<file path="config.mk">
export PLATFORM = sky130hd
export DESIGN_NAME = alu_core
export DESIGN_NICKNAME = d
export VERILOG_FILES = /design/src/rtl/alu_pkg.sv /design/src/rtl/alu_datapath.sv /design/src/rtl/alu_core.sv
export SDC_FILE = /design/constraint.sdc
export NUM_CORES = 1
export LEC_CHECK = 0
export ABC_AREA = 1
export CAP_MARGIN = 20
export CORE_ASPECT_RATIO = 2
export CORE_MARGIN = 4
export CORE_UTILIZATION = 40
export CTS_CLUSTER_DIAMETER = 80
export CTS_CLUSTER_SIZE = 10
export DETAILED_ROUTE_END_ITERATION = 7
export HOLD_SLACK_MARGIN = 0.1
export PLACE_DENSITY_LB_ADDON = 0.15
export SETUP_SLACK_MARGIN = 0.5
export SLEW_MARGIN = 10
export SYNTH_ARGS = -nofsm -noshare
export SYNTH_HDL_FRONTEND = slang
export SYNTH_SLANG_ARGS = --single-unit
export TNS_END_PERCENT = 10
</file>
<file path="constraint.sdc">
create_clock -name clk -period 0.8 [get_ports clk]
set_clock_uncertainty 0.1 [all_clocks]
set_input_delay 0.24 -clock clk [delete_from_list [all_inputs] [get_ports clk]]
set_output_delay 0.24 -clock clk [all_outputs]
set_load 0.01 [all_outputs]
</file>
<file path="src/rtl/alu_pkg.sv">
// alu_pkg: shared opcode enum, default width and opcode validity helper for the alu
package alu_pkg;
  localparam int DEFAULT_WIDTH = 8;
  typedef enum logic [3:0] {
    OP_ADD = 4'd0, OP_SUB = 4'd1, OP_AND = 4'd2, OP_OR  = 4'd3,
    OP_XOR = 4'd4, OP_NOT = 4'd5, OP_SHL = 4'd6, OP_SHR = 4'd7,
    OP_SRA = 4'd8, OP_ROL = 4'd9, OP_ROR = 4'd10, OP_MUL = 4'd11,
    OP_DIV = 4'd12, OP_MOD = 4'd13
  } op_e;
  function automatic logic is_valid_op(op_e op);
    return op <= OP_MOD;
  endfunction
endpackage

</file>
<file path="src/rtl/alu_datapath.sv">
// alu_datapath: combinational next result, carry and error from operands and opcode
module alu_datapath
  import alu_pkg::*;
#(
  parameter int WIDTH = DEFAULT_WIDTH
) (
  input  logic [WIDTH-1:0] a,
  input  logic [WIDTH-1:0] b,
  input  logic [3:0]       op,
  output logic [WIDTH-1:0] result,
  output logic             carry,
  output logic             error
);
  localparam int SW = $clog2(WIDTH);
  logic [SW-1:0]      sh;
  logic [WIDTH:0]     sum, diff, shl, shr, sra;
  logic [2*WIDTH-1:0] prod;
  logic [WIDTH-1:0]   rol, ror, quo, rem, res;
  logic               c, div_zero;
  assign sh       = b[SW-1:0];
  assign sum      = {1'b0, a} + {1'b0, b};
  assign diff     = {1'b0, a} - {1'b0, b};
  // shifts carry one extra bit so the last bit shifted out lands in the flag
  assign shl      = {1'b0, a} << sh;
  assign shr      = {a, 1'b0} >> sh;
  assign sra      = $signed({a, 1'b0}) >>> sh;
  assign rol      = (a << sh) | (a >> (WIDTH - int'(sh)));
  assign ror      = (a >> sh) | (a << (WIDTH - int'(sh)));
  assign prod     = {{WIDTH{1'b0}}, a} * {{WIDTH{1'b0}}, b};
  assign quo      = (b == '0) ? '0 : a / b;
  assign rem      = (b == '0) ? '0 : a % b;
  assign div_zero = (op_e'(op) == OP_DIV || op_e'(op) == OP_MOD) && b == '0;
  always_comb begin
    res = '0;
    c   = 1'b0;
    case (op_e'(op))
      OP_ADD: {c, res} = sum;
      OP_SUB: {c, res} = diff;
      OP_AND: res = a & b;
      OP_OR:  res = a | b;
      OP_XOR: res = a ^ b;
      OP_NOT: res = ~a;
      OP_SHL: {c, res} = shl;
      OP_SHR: {res, c} = shr;
      OP_SRA: {res, c} = sra;
      OP_ROL: res = rol;
      OP_ROR: res = ror;
      OP_MUL: begin
        res = prod[WIDTH-1:0];
        c   = |prod[2*WIDTH-1:WIDTH];
      end
      OP_DIV: res = quo;
      OP_MOD: res = rem;
      default: res = '0;
    endcase
  end
  assign error  = !is_valid_op(op_e'(op)) || div_zero;
  assign result = error ? '0 : res;
  assign carry  = error ? 1'b0 : c;
endmodule

</file>
<file path="src/rtl/alu_core.sv">
// alu_core: registered single-cycle alu with zero, carry and error flags
module alu_core
  import alu_pkg::*;
#(
  parameter int WIDTH = DEFAULT_WIDTH
) (
  input  logic             clk,
  input  logic             rst,
  input  logic [WIDTH-1:0] a_i,
  input  logic [WIDTH-1:0] b_i,
  input  logic [3:0]       op_i,
  output logic [WIDTH-1:0] result_o,
  output logic             zero_o,
  output logic             carry_o,
  output logic             error_o
);
  logic [WIDTH-1:0] r;
  logic             c, e;
  alu_datapath #(.WIDTH(WIDTH)) u_dp (
    .a(a_i), .b(b_i), .op(op_i), .result(r), .carry(c), .error(e)
  );
  always_ff @(posedge clk or posedge rst)
    if (rst) begin
      result_o <= '0;
      zero_o   <= 1'b0;
      carry_o  <= 1'b0;
      error_o  <= 1'b0;
    end else begin
      result_o <= r;
      zero_o   <= !e && r == '0;
      carry_o  <= c;
      error_o  <= e;
    end
endmodule

</file>
==> results of run 1 <==
## layer usage
| layer | up-vias | GRT usage [%] |
|---|---|---|
| li1 | 4378 | - |
| met1 | 4183 | 29.4 |
| met2 | 297 | 56.4 |
| met3 | 146 | 2.49 |
| met4 | 0 | 22.1 |
| met5 | - | 0 |
## through the flow
step | total power [uW] | std cells | hold slack, ps | worst slack [ps]
after floorplan | 7270 | 1143 | -7.56 | -7400
after global placement | 12300 | 1662 | 446 | -8560
after detailed placement | 12400 | 1662 | 457 | -8740
after CTS | 14300 | 1718 | -48.3 | -7470
after global routing | 16800 | 1727 | -30.2 | -8410
final | 15300 | 1727 | -50.7 | -7850
## critical path, delay by kind of cell
family	cells	cell delay, ps
buffers and inverters	14	1180
AOI/OAI and AO/OA	6	830
xor gates and xnor gates	1	210
adders and majority gates	8	2050
and+or+nand+nor	37	4170
## flip-flops by register name (all words and copies together), names as in the netlist
name      cells
carry_o       1
zero_o        1
result_o      8
error_o       1
## kinds of logic (layout without fill, tap and decap cells)
group	Yosys count	in the layout	synth area share (%)
AND/OR/NAND/NOR	569	570	35.6
buffers and inverters	237	613	13.8
AO/OA/AOI/OAI	160	160	13.3
adder cells (fa/ha/maj)	140	140	29.7
XOR/XNOR	26	26	3.58
flip-flops	11	11	4.00
## power breakdown
| group | internal (uW) | total, uW | leakage, uW | switching, uW |
|---|---|---|---|---|
| registers | 669 | 698 | 0.000140 | 28.6 |
| clock network | 667 | 890 | 0.0000382 | 224 |
| logic | 6720 | 13700 | 0.00595 | 6950 |
## repair_timing
item / in CTS / in global routing
setup buffers: 51 / 9
gates cloned: 1 / 0
endpoints found under the hold margin: 11 / 11
gates resized for setup: 160 / 92
setup endpoints to repair: 33 / 22
pin swaps: 51 / 58
## cell usage after synthesis (3+ instances only)
master / instances
nand3_1: 86
or2_2: 10
nand3b_1: 5
nor2_1: 103
a211oi_1: 3
inv_2: 11
o21ai_2: 3
buf_2: 12
o211ai_1: 10
buf_6: 4
a22oi_1: 3
o21bai_1: 5
fa_1: 39
o21ai_1: 7
xnor2_1: 8
and2_1: 6
nor2_4: 4
ha_1: 101
xor2_1: 17
nor3_1: 12
dfrtp_1: 11
inv_1: 197
a21oi_1: 52
o22ai_1: 8
nand2_2: 8
nand4_1: 6
nor2_2: 6
nand2_1: 313
buf_4: 4
clkbuf_1: 9
o21ai_0: 55
## final cells by class
class / count / area (um^2) / area share (%)
Multi-Input combinational cell: 896 / 6570 / 59.1
Timing Repair Buffer: 401 / 3120 / 28.1
Inverter: 208 / 807 / 7.27
Sequential cell: 11 / 275 / 2.48
Tap cell: 207 / 259 / 2.33
Clock buffer: 4 / 78.8 / 0.710
## path summary, 6_finish.rpt
check / end / slack (ps) / cells after the start
worst max-delay path: result_o[0]$_DFF_PP0_ / -7850 / 66
worst min-delay path: result_o[0]$_DFF_PP0_ / -50 / 3
max in group asynchronous: result_o[4]$_DFF_PP0_ / 540 / 3
min in group clk: error_o$_DFF_PP0_ / 790 / 5
==> impl_metrics.tcl, run 1 <==
set metrics [dict create \
    status "complete, but fails checks" \
    violations "negative hold slack, negative setup slack" \
    slowest_stage "ha_1" \
    drt_iter0_drc 386 \
    vias 9004 \
    fillers 1514 \
    mostFrequentLayoutCells "354 x buf_4, 258 x nand2_1, 181 x inv_1" \
    die_area_um2 19500 \
    synthTopCellsByArea "ha_1 18%, nand2_1 17%, fa_1 11%" \
    wl_met1_mm 10.2 \
    clk_pin_slew_ps 40 \
    required_ps 880 \
    ir_drop_mv 2.23 \
    grt_max_degree 25 \
    highest_layer "met4" \
    hold_ws_ps -50.7 \
    cp_max_fo 8 \
    post-route-cell-area_um2 11100 \
    gp_congestion 1.03 \
    pin_count 33 \
    rsz0062_at_grt "yes" \
    antenna_found_initial 0 \
    synth_seq_cells 11 \
    ys.flop_type "dfrtp_1" \
    track_usage_pct 30.1 \
    netlist_instances 1143 \
    synth_edf_count 0 \
    max_freq_ghz 0.116 \
    synthToLayoutAreaGrowth_pct 61.2 \
    drive_above_1_share_pct 38.9 \
    fin_util_pct 65.9 \
    drv_cap 0 \
    cp_common_cell "nand2_2" \
    die_h_um 194 \
    cp_slowest_stage_delay_ps 320 \
    syn-num-nets 1305 \
    syn_area_um2 6890 \
    endpoint_kind "flop" \
    globalRoute.totalOverflow 0 \
    max_slew_margin_pct 63.5 \
    synth_top_area_share_pct 18.3 \
    ys_types 50 \
    coreArea_um2 16800 \
    final_common_cell "buf_4" \
    via_per_inst 5.21 \
    cts_tree "done" \
    path_class "input port to flop" \
    initial_core_util_pct 40.9 \
    h-tree-depth 1 \
    p_leak_uw 0.00613 \
    finalWirelength_mm 30.2 \
    nNetsFinal 1683 \
    period_share_pct 1080 \
    worst_slew_pin_slew_ps 542 \
    dpl.hpwl_mm 23.7 \
    worst_slack_ps -7850 \
    grt_pass1_vias 9377 \
    grt_pass1_wl_mm 46.4 \
    power-per-cell-area_nw_per_um2 1370 \
    die_x_um 101 \
    fp-row-count 67 \
    drtAntennaViolNets 0 \
    wl_met2_mm 16.0 \
    yosysWarnings 0 \
    placement.io_buffers 32 \
    cts_max_path_buffers 2 \
    avgSynthCellArea_um2 6.03 \
    hold_viol 11 \
    cts_buffers 3 \
    start_kind "input port" \
    cts.sinks 11 \
    cts_root_buffer "clkbuf_16" \
    firstDrtPassIters 5 \
    cp.arrival_ps 8730 \
    setup_viol 22 \
    dpl_cell_area_um2 9840 \
    yosysSeqAreaShare_pct 4.00 \
    synthArstFlopShare_pct 100 \
    hold_class "input port to async pin" \
    wl_per_cell_um 17.5 \
    n_antenna_cell 0 \
    startpoint "b_i[0]" \
    slew_viol_final 0 \
    drcViolationCount 0 \
    routed-wl-met3_mm 1.06 \
    min_period_ps 8650 \
    synth_top_area_cell "ha_1" \
    tns_ps -77280 \
]
No activity file was read; power rests on OpenSTA's default activity.
==> run 2, diff against run 1 <==
--- a/config.mk
+++ b/config.mk
@@ -8,15 +8,16 @@
 export ABC_AREA = 1
 export CAP_MARGIN = 20
 export CORE_ASPECT_RATIO = 2
-export CORE_MARGIN = 4
+export CORE_MARGIN = 5
 export CORE_UTILIZATION = 40
 export CTS_CLUSTER_DIAMETER = 80
 export CTS_CLUSTER_SIZE = 10
 export DETAILED_ROUTE_END_ITERATION = 7
 export HOLD_SLACK_MARGIN = 0.1
+export MAX_ROUTING_LAYER = met4
 export PLACE_DENSITY_LB_ADDON = 0.15
 export SETUP_SLACK_MARGIN = 0.5
-export SLEW_MARGIN = 10
+export SLEW_MARGIN = 30
 export SYNTH_ARGS = -nofsm -noshare
 export SYNTH_HDL_FRONTEND = slang
 export SYNTH_SLANG_ARGS = --single-unit
==> impl_metrics.tcl, run 2 (synthesis results as in run 1) <==
set metrics [dict create \
    status "complete, but fails checks" \
    violations "negative hold slack, negative setup slack" \
    drive_above_1_share_pct 42.3 \
    endpoint_kind "flop" \
    setup_viol 22 \
    wl_met1_mm 12.6 \
    grt_max_degree 25 \
    period_share_pct 1110 \
    fp-row-count 68 \
    synthToLayoutAreaGrowth_pct 70.4 \
    ir_drop_mv 1.67 \
    p_leak_uw 0.00650 \
    post-route-cell-area_um2 11700 \
    path_class "input port to flop" \
    grt_pass1_wl_mm 48.6 \
    nNetsFinal 1748 \
    cp_slowest_stage_delay_ps 300 \
    tns_ps -78710 \
    required_ps 830 \
    placement.io_buffers 32 \
    worst_slew_pin_slew_ps 418 \
    stdcell_count 1795 \
    globalRoute.totalOverflow 0 \
    cts_buffers 3 \
    coreArea_um2 17100 \
    die_h_um 196 \
    slowest_stage "ha_1" \
    drcViolationCount 0 \
    dpl_cell_area_um2 9930 \
    cts_max_path_buffers 2 \
    wl_met2_mm 16.0 \
    fin_util_pct 68.6 \
    track_usage_pct 31.7 \
    vias 9454 \
    drv_cap 0 \
    grt_pass1_vias 9521 \
    dpl.hpwl_mm 23.3 \
    via_per_inst 5.27 \
    h-tree-depth 1 \
    cp_max_fo 7 \
    min_period_ps 8860 \
    drtAntennaViolNets 0 \
    drt_iter0_drc 561 \
    placed_cells 1675 \
    power-per-cell-area_nw_per_um2 1360 \
    routed-wl-met3_mm 1.39 \
    clk_pin_slew_ps 40 \
    regMostFlops "result_o" \
    hold_ws_ps -151 \
    die_area_um2 20100 \
    rsz0062_at_grt "yes" \
    die_x_um 103 \
    pin_count 33 \
    highest_layer "met4" \
    antenna_found_initial 0 \
    max_slew_margin_pct 71.9 \
    initial_core_util_pct 40.3 \
    slew_viol_final 0 \
    largest_reg_flops 8 \
    fillers 1439 \
    cts_root_buffer "clkbuf_16" \
    worst_slack_ps -8060 \
    finalWirelength_mm 32.4 \
    n_antenna_cell 0 \
    cp_common_cell "nand2_2" \
    max_freq_ghz 0.113 \
    gp_congestion 1.07 \
    cts_tree "done" \
    cts.sinks 11 \
    cp.arrival_ps 8890 \
    wl_per_cell_um 18.0 \
    firstDrtPassIters 5 \
    final_common_cell "buf_4" \
    start_kind "input port" \
    hold_class "input port to async pin" \
    hold_viol 11 \
    mostFrequentLayoutCells "415 x buf_4, 265 x nand2_1, 177 x inv_1" \
]
-- run 2: changes by cell type in the layout (fill, tap and decap cells not counted), sizes merged --
cell	previous run	this run
buf	383	447
clkdlybuf4s15	2	0
dlygate4sd2	5	7
clkbuf	5	6
clkdlybuf4s50	10	9
dlymetal6s2s	0	1
-- run 2: repair_timing --
item	CTS	global route
hold endpoints to repair	11	11
gates resized for setup	184	87
endpoints found under the setup margin	33	27
pin swaps	74	60
setup buffers	105	10
cloned	1	0
-- run 2: critical path, delay by kind of cell --
kind,cells,cell delay (ps)
buf+inv,14,1290
compound gates,8,1160
simple gates,39,4200
fa+ha+maj,8,1950
-- run 2: layer usage --
layer  global-route usage [%]  vias to the layer above
li1                         -                     4528
met1                     36.9                     4412
met2                     52.4                      356
met3                     1.86                      158
met4                     19.0                        0
met5                        -                        -
-- run 2: where the power goes --
group	switching, uW	leakage [uW]	internal (uW)
Clock	213	0.0000382	666
Sequential	29.7	0.000140	670
Combinational	7290	0.00632	7110
Total	7530	0.00650	8450
-- run 2: metrics by stage --
step / setup slack [ps] / total power (uW)
floorplan: -7400 / 7270
global placement: -8350 / 12400
detailed placement: -8720 / 12600
CTS: -7470 / 14800
global route: -8460 / 17400
finish: -8060 / 16000
-- run 2: final timing paths --
path | from | endpoint | slack [ps] | cells past startpoint
hold / removal | rst | result_o[6]$_DFF_PP0_ | -150 | 3
max in group asynchronous | rst | error_o$_DFF_PP0_ | 640 | 3
setup / recovery | b_i[0] | zero_o$_DFF_PP0_ | -8060 | 69
min in group clk | op_i[2] | error_o$_DFF_PP0_ | 690 | 4
-- run 2: layout make-up --
class                           instances  area [um^2]  area share (%)
Tap cell                              210          263            2.24
Inverter                              208          810            6.90
Sequential cell                        11          275            2.35
Clock buffer                            4         78.8           0.672
Multi-Input combinational cell        896         6680            56.9
Timing Repair Buffer                  466         3630            30.9
